### src/rtl/ddr_init_responder_if.sv
// ============================================================================
// ddr_init_responder_if: DDR4 command pins in, mode registers and status out.
// Rev 1.0
// ============================================================================
`default_nettype none

interface ddr_init_responder_if;
  logic        CKE;
  logic        cs_n;
  logic        act_n;
  logic        ras_n;
  logic        cas_n;
  logic        we_n;
  logic [1:0]  BG;
  logic [1:0]  BA;
  logic [13:0] A;

  logic [13:0] mr0;
  logic [13:0] mr1;
  logic [13:0] mr2;
  logic [13:0] mr3;
  logic [13:0] mr4;
  logic [13:0] mr5;
  logic [13:0] mr6;
  logic [6:0]  mr_written;
  logic [3:0]  cl_code;
  logic [1:0]  bl_code;
  logic [1:0]  al_code;
  logic [2:0]  cwl_code;
  logic        rd_pre;
  logic        wr_pre;
  logic        init_done;
  logic        init_err;
  logic [2:0]  err_code;

  modport master (
    output CKE, cs_n, act_n, ras_n, cas_n, we_n, BG, BA, A,
    input  mr0, mr1, mr2, mr3, mr4, mr5, mr6, mr_written,
    input  cl_code, bl_code, al_code, cwl_code, rd_pre, wr_pre,
    input  init_done, init_err, err_code
  );

  modport slave (
    input  CKE, cs_n, act_n, ras_n, cas_n, we_n, BG, BA, A,
    output mr0, mr1, mr2, mr3, mr4, mr5, mr6, mr_written,
    output cl_code, bl_code, al_code, cwl_code, rd_pre, wr_pre,
    output init_done, init_err, err_code
  );
endinterface

`default_nettype wire

### src/rtl/ddr_init_responder.sv
// ============================================================================
// ddr_init_responder: DRAM-side checker/recorder of the DDR4 init sequence.
// Rev 1.0
// ============================================================================
`default_nettype none

module ddr_init_responder #(
  parameter int T_XPR = 24,
  parameter int T_MRD = 8,
  parameter int T_MOD = 24,
  parameter int T_ZQ  = 512,
  parameter int CNT_W = 10
) (
  input  logic                 CK_t,
  input  logic                 reset_n,
  ddr_init_responder_if.slave  bus
);

  typedef enum logic [2:0] {
    S_RST     = 3'd0,
    S_XPR     = 3'd1,
    S_MRS_SEQ = 3'd2,
    S_ZQ      = 3'd3,
    S_DONE    = 3'd4,
    S_ERR     = 3'd5
  } state_t;

  localparam logic [CNT_W-1:0] c_t_xpr   = CNT_W'(T_XPR);
  localparam logic [CNT_W-1:0] c_t_mrd   = CNT_W'(T_MRD);
  localparam logic [CNT_W-1:0] c_t_mod   = CNT_W'(T_MOD);
  localparam logic [CNT_W-1:0] c_zq_last = CNT_W'(T_ZQ - 1);
  localparam logic [CNT_W-1:0] c_cnt_max = '1;

  state_t            state_q;
  logic [CNT_W-1:0]  cnt_q;
  logic [13:0]       mr_q [7];
  logic [6:0]        mr_written_q;
  logic              init_done_q;
  logic              init_err_q;
  logic [2:0]        err_code_q;

  logic              is_idle;
  logic              is_mrs;
  logic              is_zqcl;
  logic              is_other;
  logic [2:0]        mrs_idx;
  logic [2:0]        viol;
  logic [CNT_W-1:0]  cnt_inc;
  logic              unused_bg1;

  assign unused_bg1 = bus.BG[1];

  assign is_idle  = bus.cs_n |
                    (bus.act_n & bus.ras_n & bus.cas_n & bus.we_n);
  assign is_mrs   = ~bus.cs_n & bus.act_n & ~bus.ras_n & ~bus.cas_n & ~bus.we_n;
  assign is_zqcl  = ~bus.cs_n & bus.act_n & bus.ras_n & bus.cas_n & ~bus.we_n
                    & bus.A[10];
  assign is_other = ~is_idle & ~is_mrs & ~is_zqcl;
  assign mrs_idx  = {bus.BG[0], bus.BA};
  assign cnt_inc  = (cnt_q == c_cnt_max) ? cnt_q : cnt_q + CNT_W'(1);

  // Violation cause for this edge, 0 = none; branch order is the priority.
  always_comb begin
    viol = 3'd0;
    if (state_q == S_XPR || state_q == S_MRS_SEQ) begin
      if (!bus.CKE)                                          viol = 3'd6;
      else if (is_mrs && mrs_idx == 3'd7)                    viol = 3'd7;
      else if (is_zqcl && mr_written_q != 7'h7F)             viol = 3'd4;
      else if (is_zqcl && cnt_q < c_t_mod)                   viol = 3'd3;
      else if (is_mrs && state_q == S_MRS_SEQ && cnt_q < c_t_mrd) viol = 3'd2;
      else if (is_mrs && state_q == S_XPR && cnt_q < c_t_xpr)     viol = 3'd1;
      else if (is_other)                                     viol = 3'd5;
    end else if (state_q == S_ZQ) begin
      if (!bus.CKE)                                          viol = 3'd6;
      else if (!is_idle)                                     viol = 3'd5;
    end
  end

  always_ff @(posedge CK_t) begin
    if (!reset_n) begin
      state_q      <= S_RST;
      cnt_q        <= '0;
      mr_written_q <= '0;
      init_done_q  <= 1'b0;
      init_err_q   <= 1'b0;
      err_code_q   <= 3'd0;
      for (int i = 0; i < 7; i++) mr_q[i] <= '0;
    end else begin
      case (state_q)
        S_RST: begin
          if (bus.CKE) begin
            state_q <= S_XPR;
            cnt_q   <= '0;
          end else begin
            cnt_q   <= cnt_inc;
          end
        end
        S_XPR, S_MRS_SEQ, S_ZQ: begin
          if (viol != 3'd0) begin
            state_q    <= S_ERR;
            cnt_q      <= '0;
            init_err_q <= 1'b1;
            err_code_q <= viol;
          end else if (state_q != S_ZQ && is_mrs) begin
            state_q <= S_MRS_SEQ;
            cnt_q   <= '0;
            for (int i = 0; i < 7; i++) begin
              if (mrs_idx == 3'(i)) begin
                mr_q[i]         <= bus.A;
                mr_written_q[i] <= 1'b1;
              end
            end
          end else if (state_q == S_MRS_SEQ && is_zqcl) begin
            state_q <= S_ZQ;
            cnt_q   <= '0;
          end else if (state_q == S_ZQ && cnt_q == c_zq_last) begin
            state_q     <= S_DONE;
            cnt_q       <= '0;
            init_done_q <= 1'b1;
          end else begin
            cnt_q <= cnt_inc;
          end
        end
        default: cnt_q <= cnt_inc;
      endcase
    end
  end

  assign bus.mr0        = mr_q[0];
  assign bus.mr1        = mr_q[1];
  assign bus.mr2        = mr_q[2];
  assign bus.mr3        = mr_q[3];
  assign bus.mr4        = mr_q[4];
  assign bus.mr5        = mr_q[5];
  assign bus.mr6        = mr_q[6];
  assign bus.mr_written = mr_written_q;
  assign bus.cl_code    = {mr_q[0][6], mr_q[0][5], mr_q[0][4], mr_q[0][2]};
  assign bus.bl_code    = mr_q[0][1:0];
  assign bus.al_code    = mr_q[1][4:3];
  assign bus.cwl_code   = mr_q[2][5:3];
  assign bus.rd_pre     = mr_q[4][11];
  assign bus.wr_pre     = mr_q[4][12];
  assign bus.init_done  = init_done_q;
  assign bus.init_err   = init_err_q;
  assign bus.err_code   = err_code_q;

endmodule

`default_nettype wire

### src/flat_wrapper.sv
// flat-port wrapper written by rule: the top's interface ports become plain ports
module ddr_init_responder_flat 
#(
  parameter int T_XPR = 24,
  parameter int T_MRD = 8,
  parameter int T_MOD = 24,
  parameter int T_ZQ  = 512,
  parameter int CNT_W = 10
)
  (CK_t, reset_n, bus_CKE, bus_cs_n, bus_act_n, bus_ras_n, bus_cas_n, bus_we_n, bus_BG, bus_BA, bus_A, bus_mr0, bus_mr1, bus_mr2, bus_mr3, bus_mr4, bus_mr5, bus_mr6, bus_mr_written, bus_cl_code, bus_bl_code, bus_al_code, bus_cwl_code, bus_rd_pre, bus_wr_pre, bus_init_done, bus_init_err, bus_err_code);
  ddr_init_responder_if bus_i ();
  input  logic CK_t;
  input  logic reset_n;
  input wire logic [$bits(bus_i.CKE)-1:0] bus_CKE;
  input wire logic [$bits(bus_i.cs_n)-1:0] bus_cs_n;
  input wire logic [$bits(bus_i.act_n)-1:0] bus_act_n;
  input wire logic [$bits(bus_i.ras_n)-1:0] bus_ras_n;
  input wire logic [$bits(bus_i.cas_n)-1:0] bus_cas_n;
  input wire logic [$bits(bus_i.we_n)-1:0] bus_we_n;
  input wire logic [$bits(bus_i.BG)-1:0] bus_BG;
  input wire logic [$bits(bus_i.BA)-1:0] bus_BA;
  input wire logic [$bits(bus_i.A)-1:0] bus_A;
  output wire logic [$bits(bus_i.mr0)-1:0] bus_mr0;
  output wire logic [$bits(bus_i.mr1)-1:0] bus_mr1;
  output wire logic [$bits(bus_i.mr2)-1:0] bus_mr2;
  output wire logic [$bits(bus_i.mr3)-1:0] bus_mr3;
  output wire logic [$bits(bus_i.mr4)-1:0] bus_mr4;
  output wire logic [$bits(bus_i.mr5)-1:0] bus_mr5;
  output wire logic [$bits(bus_i.mr6)-1:0] bus_mr6;
  output wire logic [$bits(bus_i.mr_written)-1:0] bus_mr_written;
  output wire logic [$bits(bus_i.cl_code)-1:0] bus_cl_code;
  output wire logic [$bits(bus_i.bl_code)-1:0] bus_bl_code;
  output wire logic [$bits(bus_i.al_code)-1:0] bus_al_code;
  output wire logic [$bits(bus_i.cwl_code)-1:0] bus_cwl_code;
  output wire logic [$bits(bus_i.rd_pre)-1:0] bus_rd_pre;
  output wire logic [$bits(bus_i.wr_pre)-1:0] bus_wr_pre;
  output wire logic [$bits(bus_i.init_done)-1:0] bus_init_done;
  output wire logic [$bits(bus_i.init_err)-1:0] bus_init_err;
  output wire logic [$bits(bus_i.err_code)-1:0] bus_err_code;
  assign bus_i.CKE = bus_CKE;
  assign bus_i.cs_n = bus_cs_n;
  assign bus_i.act_n = bus_act_n;
  assign bus_i.ras_n = bus_ras_n;
  assign bus_i.cas_n = bus_cas_n;
  assign bus_i.we_n = bus_we_n;
  assign bus_i.BG = bus_BG;
  assign bus_i.BA = bus_BA;
  assign bus_i.A = bus_A;
  assign bus_mr0 = bus_i.mr0;
  assign bus_mr1 = bus_i.mr1;
  assign bus_mr2 = bus_i.mr2;
  assign bus_mr3 = bus_i.mr3;
  assign bus_mr4 = bus_i.mr4;
  assign bus_mr5 = bus_i.mr5;
  assign bus_mr6 = bus_i.mr6;
  assign bus_mr_written = bus_i.mr_written;
  assign bus_cl_code = bus_i.cl_code;
  assign bus_bl_code = bus_i.bl_code;
  assign bus_al_code = bus_i.al_code;
  assign bus_cwl_code = bus_i.cwl_code;
  assign bus_rd_pre = bus_i.rd_pre;
  assign bus_wr_pre = bus_i.wr_pre;
  assign bus_init_done = bus_i.init_done;
  assign bus_init_err = bus_i.init_err;
  assign bus_err_code = bus_i.err_code;
  ddr_init_responder #(.T_XPR(T_XPR), .T_MRD(T_MRD), .T_MOD(T_MOD), .T_ZQ(T_ZQ), .CNT_W(CNT_W)) u_core (.CK_t(CK_t), .reset_n(reset_n), .bus(bus_i));
endmodule
### config.mk
export PLATFORM = sky130hd
export DESIGN_NAME = ddr_init_responder_flat
export DESIGN_NICKNAME = d
export VERILOG_FILES = /design/src/rtl/ddr_init_responder_if.sv /design/src/rtl/ddr_init_responder.sv /design/src/flat_wrapper.sv
export SDC_FILE = /design/constraint.sdc
export NUM_CORES = 1
export LEC_CHECK = 0
export ABC_AREA = 1
export CAP_MARGIN = 25
export CORE_MARGIN = 2
export CORE_UTILIZATION = 53
export CTS_BUF_LIST = sky130_fd_sc_hd__clkbuf_8
export DETAILED_ROUTE_END_ITERATION = 10
export PLACE_DENSITY = 0.95
export SYNTH_ARGS = -nofsm -noshare
export SYNTH_HDL_FRONTEND = slang
export SYNTH_SLANG_ARGS = --single-unit
### constraint.sdc
create_clock -name CK_t -period 3.8 [get_ports CK_t]
set_input_delay 0.76 -clock CK_t [delete_from_list [all_inputs] [get_ports CK_t]]
set_output_delay 0.76 -clock CK_t [all_outputs]
set_load 0.05 [all_outputs]
==> results.py, run 1 <==
metrics = {
    "finish": {
        "layout_common_cells": "clkdlybuf4s50_1, edfxtp_1, nor2_1",
        "drive_gt1_share_pct": 12.00,
        "nFillCells": 526,
        "fin_area_um2": 6963,
        "nNetsFinal": 640,
        "final_cells": 754,
        "syn_to_final_growth_pct": 37.54,
        "num_antenna_cells": 0,
        "final_common_cell": "clkdlybuf4s50_1",
    },
    "sta": {
        "slew_viol_final": 0,
        "fmax_mhz": 310.1,
        "setup_tns_ns": 0,
        "period_share_pct": 84.88,
        "fin_skew_ns": 0.01926,
        "rsz0062_at_grt": "false",
        "hold_viol": 0,
        "tightest_slew_ns": 0.6629,
        "min_period_ns": 3.225,
        "setup_ws_ns": 0.5747,
        "slew_headroom_pct": 55.70,
        "finalSetupViolCount": 0,
    },
    "clock_network": {
        "cts_tree": "done",
        "cts.root.buffer_cell": "clkbuf_8",
        "clkLatencyLatePin_ns": 0.46,
        "clkSinkCount": 123,
        "cts_resized": 0,
        "cts_buffers": 17,
        "clock_path_buffers": 2,
        "postCtsSetupRepairBufs": 0,
        "cts-hold-fix-buffers": 0,
        "clkTransAtPathRegs_ns": 0.07,
        "htree_levels": 4,
    },
    "synth": {
        "ys_warn_count": 0,
        "syn_area_per_cell_um2": 10.84,
        "synth_cells": 467,
        "synth_nets": 494,
        "synth_seq_cells": 123,
        "netlist_area_um2": 5062,
        "netlist-cell-type-count": 27,
        "yosysSeqAreaShare_pct": 68.02,
    },
    "min_path": {
        "hold_path_class": "register to register",
    },
    "route": {
        "ant_nets": 0,
        "drc": 0,
        "wire_per_inst_um": 19.69,
        "dr_total_vias": 4224,
        "routed_wl_um": 14850,
        "drt_iter0_markers": 429,
        "viasPerCell": 5.602,
        "firstDrtPassIters": 5,
    },
    "placed_design": {
        "dp_hpwl_um": 9660,
        "dp_slack_ns": 0.2163,
        "placedInstanceArea_um2": 6556,
        "finalWeightedCongestion": 0.9561,
        "dp_cells": 723,
        "io_buffer_count": 147,
    },
    "setup_path": {
        "path_class": "primary input to register",
        "path_max_fanout": 14,
        "critPathRequiredTime_ns": 3.88,
        "endpoint_kind": "register",
        "cp-start-kind": "primary input",
        "worstPathArrival_ns": 3.31,
    },
    "global_route": {
        "grt.overflow.total": 0,
        "track_usage_pct": 29.60,
        "grt_pass1_wl_um": 22240,
        "grt_pass1_vias": 4123,
        "grt_antenna_before_repair": 0,
        "grt_max_degree": 34,
    },
    "floorplanning": {
        "die_width_um": 101.7,
        "core-area_um2": 9240,
        "ioPinCount": 149,
        "die_y_um": 101.7,
        "rows": 35,
        "die_area_um2": 10350,
        "start_util_pct": 54.79,
    },
    "pwr": {
        "p_sw_share_pct": 29.51,
        "p_per_area_nw_per_um2": 468.6,
        "p_switching_mw": 0.9628,
        "intPower_mw": 2.300,
        "power_leakage_nw": 2.656,
        "ir_drop_v": 0.0002808,
        "power_mw": 3.263,
        "clock_power_share_pct": 37.1,
        "pwr-share-comb_pct": 15.7,
        "pwr-share-seq_pct": 47.2,
    },
    "flow_run": {
        "maxCapViolCount": 0,
    },
    "status": {
        "status": "finished, final reports clean",
    },
}
==> area by class of cell <==
class                           count  area (um^2)  area share [%]
Multi-Input combinational cell    271         1259           18.08
Sequential cell                   123         3443           49.45
Timing Repair Buffer              153         1516           21.78
Inverter                           47        176.4           2.534
Tap cell                          129        161.4           2.318
Clock buffer                       17        234.0           3.360
Clock inverter                     14        172.7           2.480
==> Yosys cell counts, drive strengths merged <==
cell type | number | area (um^2)
nand2 | 75 | 296.5
inv | 46 | 172.7
nor4 | 7 | 43.79
a21oi | 16 | 80.08
nor3 | 4 | 20.02
nand4 | 7 | 43.79
o21ai | 9 | 45.04
buf | 21 | 165.2
and3 | 1 | 6.260
nor2 | 117 | 516.7
xnor2 | 2 | 17.52
nand3 | 29 | 155.2
dfxtp | 25 | 500.5
xor2 | 1 | 8.760
a31oi | 2 | 12.51
edfxtp | 98 | 2943
clkbuf | 5 | 18.77
clkinv | 1 | 3.750
ha | 1 | 12.51
==> worst max-delay path, cell delays in order <==
cell             delay (ns)
clkdlybuf4s50_1        0.51
nand3_2                0.12
nand2_1                0.07
nand2_1                0.10
nand3_1                0.14
nand3_1                0.09
nand2_1                0.07
nand2_1                0.08
inv_2                  0.08
nand2_2                0.06
nor2_4                 0.28
nand2_2                0.18
nor2_4                 0.17
nand2_2                0.08
nand2_1                0.51
==> metrics by stage <==
stage	util [%]	hold WS, ns
finish	75.36	0.4621
global route	75.36	0.4858
CTS	75.36	0.4691
detailed placement	70.95	0.4557
global placement	70.95	0.4424
floorplan	-	0.4652
==> kinds of logic (layout without fill, tap and decap cells) <==
kind of cell | Yosys count | in the layout | share of synthesized area, %
adders and majority gates | 1 | 1 | 0.2471
buffers and inverters | 73 | 231 | 7.118
AOI/OAI and AO/OA | 27 | 27 | 2.719
DFF | 123 | 123 | 68.02
and+or+nand+nor | 240 | 240 | 21.38
xor gates and xnor gates | 3 | 3 | 0.5191
==> registers in the layout (all words and copies together), names as in the netlist <==
register               flops
u_core.bus.init_done       1
u_core.cnt_q              10
u_core.bus.init_err        1
u_core.bus.mr_written      7
u_core.state_q             3
u_core.bus.err_code        3
u_core.mr_q               98
==> worst paths after layout <==
check,start,end,slack [ns],cells after the start
max,bus_act_n,u_core.mr_q[0][58],0.57,15
min,u_core.bus.init_err,u_core.bus.init_err,0.46,2
max reg2reg,u_core.bus.mr_written[1],u_core.mr_q[0][58],1.01,12
min reg2reg,u_core.bus.init_err,u_core.bus.init_err,0.46,2
==> per-layer routing <==
metal | GRT usage, % | wire (um)
met1 | 33.67 | 5135
met2 | 50.20 | 7439
met3 | 8.696 | 1625
met4 | 16.01 | 646
met5 | 0 | 0
==> power groups by stage <==
stage / clock (mW) / combinational [mW] / sequential, mW
2_1_floorplan: 0 / 0.155 / 1.74
3_3_place_gp: 0 / 0.488 / 1.56
3_5_place_dp: 0 / 0.504 / 1.57
4_1_cts: 1.21 / 0.510 / 1.54
5_1_grt: 1.26 / 0.534 / 1.54
6_report: 1.21 / 0.512 / 1.54
No activity file was read; power rests on OpenSTA's default activity.
==> run 2: changes to the inputs <==
--- a/config.mk
+++ b/config.mk
@@ -8,10 +8,10 @@
 export ABC_AREA = 1
 export CAP_MARGIN = 25
 export CORE_MARGIN = 2
-export CORE_UTILIZATION = 53
+export CORE_UTILIZATION = 44
 export CTS_BUF_LIST = sky130_fd_sc_hd__clkbuf_8
 export DETAILED_ROUTE_END_ITERATION = 10
-export PLACE_DENSITY = 0.95
+export PLACE_DENSITY = 0.89
 export SYNTH_ARGS = -nofsm -noshare
 export SYNTH_HDL_FRONTEND = slang
 export SYNTH_SLANG_ARGS = --single-unit
==> constraint.sdc (replaced) <==
create_clock -name CK_t -period 2.9 [get_ports CK_t]
set_input_delay 0.58 -clock CK_t [delete_from_list [all_inputs] [get_ports CK_t]]
set_output_delay 0.58 -clock CK_t [all_outputs]
set_load 0.05 [all_outputs]
==> run 2 against run 1 <==
Net effect:
- via count down 1.4%
- first-iteration DRC count fell by 3.0%
- global-route usage shrank 6.5 points
- routed wire length shrank 4.9%
- non-clock buffer count increased by 15
- largest power group unchanged
- sequential power increased by 31%
- worst hold slack better by 0.0081 ns
==> results.py, run 2 (synthesized netlist as in run 1, its figures left out) <==
metrics = {
    "status": {
        "status": "finished, final reports clean",
    },
    "sta": {
        "fmax_mhz": 384.1,
        "finalSetupViolCount": 0,
        "tightest_slew_ns": 0.5604,
        "min_period_ns": 2.604,
        "slew_viol_final": 0,
        "hold_viol": 0,
        "slew_headroom_pct": 62.39,
        "finalHoldWorstSlack_ns": 0.4702,
        "setup_ws_ns": 0.2963,
        "fin_skew_ns": 0.01652,
        "period_share_pct": 89.78,
        "rsz0062_at_grt": "false",
    },
    "global_route": {
        "grt_max_degree": 34,
        "grt_antenna_before_repair": 0,
        "track_usage_pct": 23.14,
        "grt.overflow.total": 0,
        "grt_pass1_vias": 4171,
        "grt_pass1_wl_um": 22000,
    },
    "min_path": {
        "holdPathEnd": "u_core.bus.err_code[2]",
        "hold_start": "u_core.bus.err_code[2]",
        "hold_path_class": "register to register",
        "hold_path_depth": 2,
    },
    "setup_path": {
        "critPathRequiredTime_ns": 3.04,
        "crit_path_frequent_cell": "nand2_1",
        "path_class": "primary input to register",
        "endpoint_kind": "register",
        "path_max_fanout": 14,
        "cp-start-kind": "primary input",
        "crit_chain": "clkdlybuf4s50_1 -> nor2_1 -> nand4_1 -> nand3_1 -> nand3_1 -> nand2_1 -> nand2_1 -> nand3_1 -> nand2_1 -> nor2_4 -> nand2_2 -> nor2_4 -> nand2_2 -> nand2_1 -> buf_12",
        "reg2reg_slack_ns": 0.64,
        "cpPeakStageDelay_ns": 0.47,
        "worstPathArrival_ns": 2.74,
        "critPathSlowestCell": "clkdlybuf4s50_1",
        "r2r_start": "u_core.cnt_q[3]",
        "setup.worst_path.start": "bus_cs_n",
        "r2r-end": "u_core.mr_q[0][1]",
        "ff2ff_path_depth": 15,
    },
    "clock_network": {
        "postCtsSetupRepairBufs": 0,
        "clock_path_buffers": 2,
        "htree_levels": 4,
        "clkTransAtPathRegs_ns": 0.07,
        "cts_buffers": 17,
        "cts.root.buffer_cell": "clkbuf_8",
        "clkSinkCount": 123,
        "cts_tree": "done",
        "cts-hold-fix-buffers": 0,
        "clkLatencyLatePin_ns": 0.43,
        "cts_resized": 0,
    },
    "floorplanning": {
        "die_area_um2": 12380,
        "start_util_pct": 44.72,
        "core-area_um2": 11320,
        "die_y_um": 111.3,
        "ioPinCount": 149,
        "rows": 39,
        "die_width_um": 111.3,
    },
    "route": {
        "viasPerCell": 5.313,
        "firstDrtPassIters": 7,
        "drc": 0,
        "ant_nets": 0,
        "drt_iter0_markers": 416,
        "wire_per_inst_um": 18.00,
        "routed_wl_um": 14120,
        "dr_total_vias": 4165,
    },
    "flow_run": {
        "maxCapViolCount": 0,
    },
    "pwr": {
        "power_leakage_nw": 2.787,
        "ir_drop_v": 0.0003368,
        "p_per_area_nw_per_um2": 594.5,
    },
    "finish": {
        "regMostFlops": "u_core.mr_q",
        "drive_gt1_share_pct": 13.88,
        "final_cells": 784,
        "layout_common_cells": "clkdlybuf4s50_1, edfxtp_1, nor2_1",
        "num_antenna_cells": 0,
        "largest_register_ff_count": 98,
        "syn_to_final_growth_pct": 42.12,
        "final_common_cell": "clkdlybuf4s50_1",
        "nNetsFinal": 655,
    },
    "placed_design": {
        "dp_hpwl_um": 9973,
        "finalWeightedCongestion": 0.9036,
        "io_buffer_count": 147,
        "dp_cells": 752,
        "dp_slack_ns": -0.06451,
    },
}
-- run 2: layout make-up --
class	instances	area (um^2)
Fill cell	755	4126
Sequential cell	123	3443
Timing Repair Buffer	168	1729
Multi-Input combinational cell	271	1259
Clock buffer	19	261.5
Tap cell	143	178.9
Inverter	47	176.4
Clock inverter	13	146.4
-- run 2: worst max-delay path, delay by kind of cell --
family                 cells  cell delay (ns)
and+or+nand+nor           13             1.51
buffers and inverters      2             0.64
-- run 2: power by group --
| part | internal, mW | switching [mW] | leakage, nW |
|---|---|---|---|
| Sequential | 1.98 | 0.0409 | 1.20 |
| Combinational | 0.222 | 0.482 | 1.36 |
| Clock | 0.889 | 0.667 | 0.224 |
-- run 2: routing by layer --
layer  up-vias  global-route usage (%)  share of wire [%]
li1       1866                       -                  -
met1      1965                   25.95                 36
met2       295                   40.61                 51
met3        39                   7.983                 11
met4         0                   8.807                2.3
met5         -                       0                  0
-- run 2: through the flow --
| stage | setup TNS, ns | power, mW | area [um^2] | util [%] |
|---|---|---|---|---|
| floorplan | 0 | 2.481 | 5062 | - |
| global placement | 0 | 2.727 | 6787 | 59.95 |
| detailed placement | -4.098 | 2.749 | 6787 | 59.95 |
| CTS | 0 | 4.279 | 7194 | 63.55 |
| global route | 0 | 4.396 | 7194 | 63.55 |
| finish | 0 | 4.277 | 7194 | 63.55 |
-- run 2: how the worst max path moves through the flow --
stage,endpoint,slack (ns),cells after the start
4_1_cts,u_core.mr_q[0][1],0.35,15
3_5_place_dp,u_core.mr_q[0][10],-0.06,15
2_1_floorplan,u_core.mr_q[0][56],0.31,13
6_report,u_core.mr_q[0][1],0.30,15
5_1_grt,u_core.mr_q[0][1],0.12,15
3_3_place_gp,u_core.mr_q[0][63],0.05,16
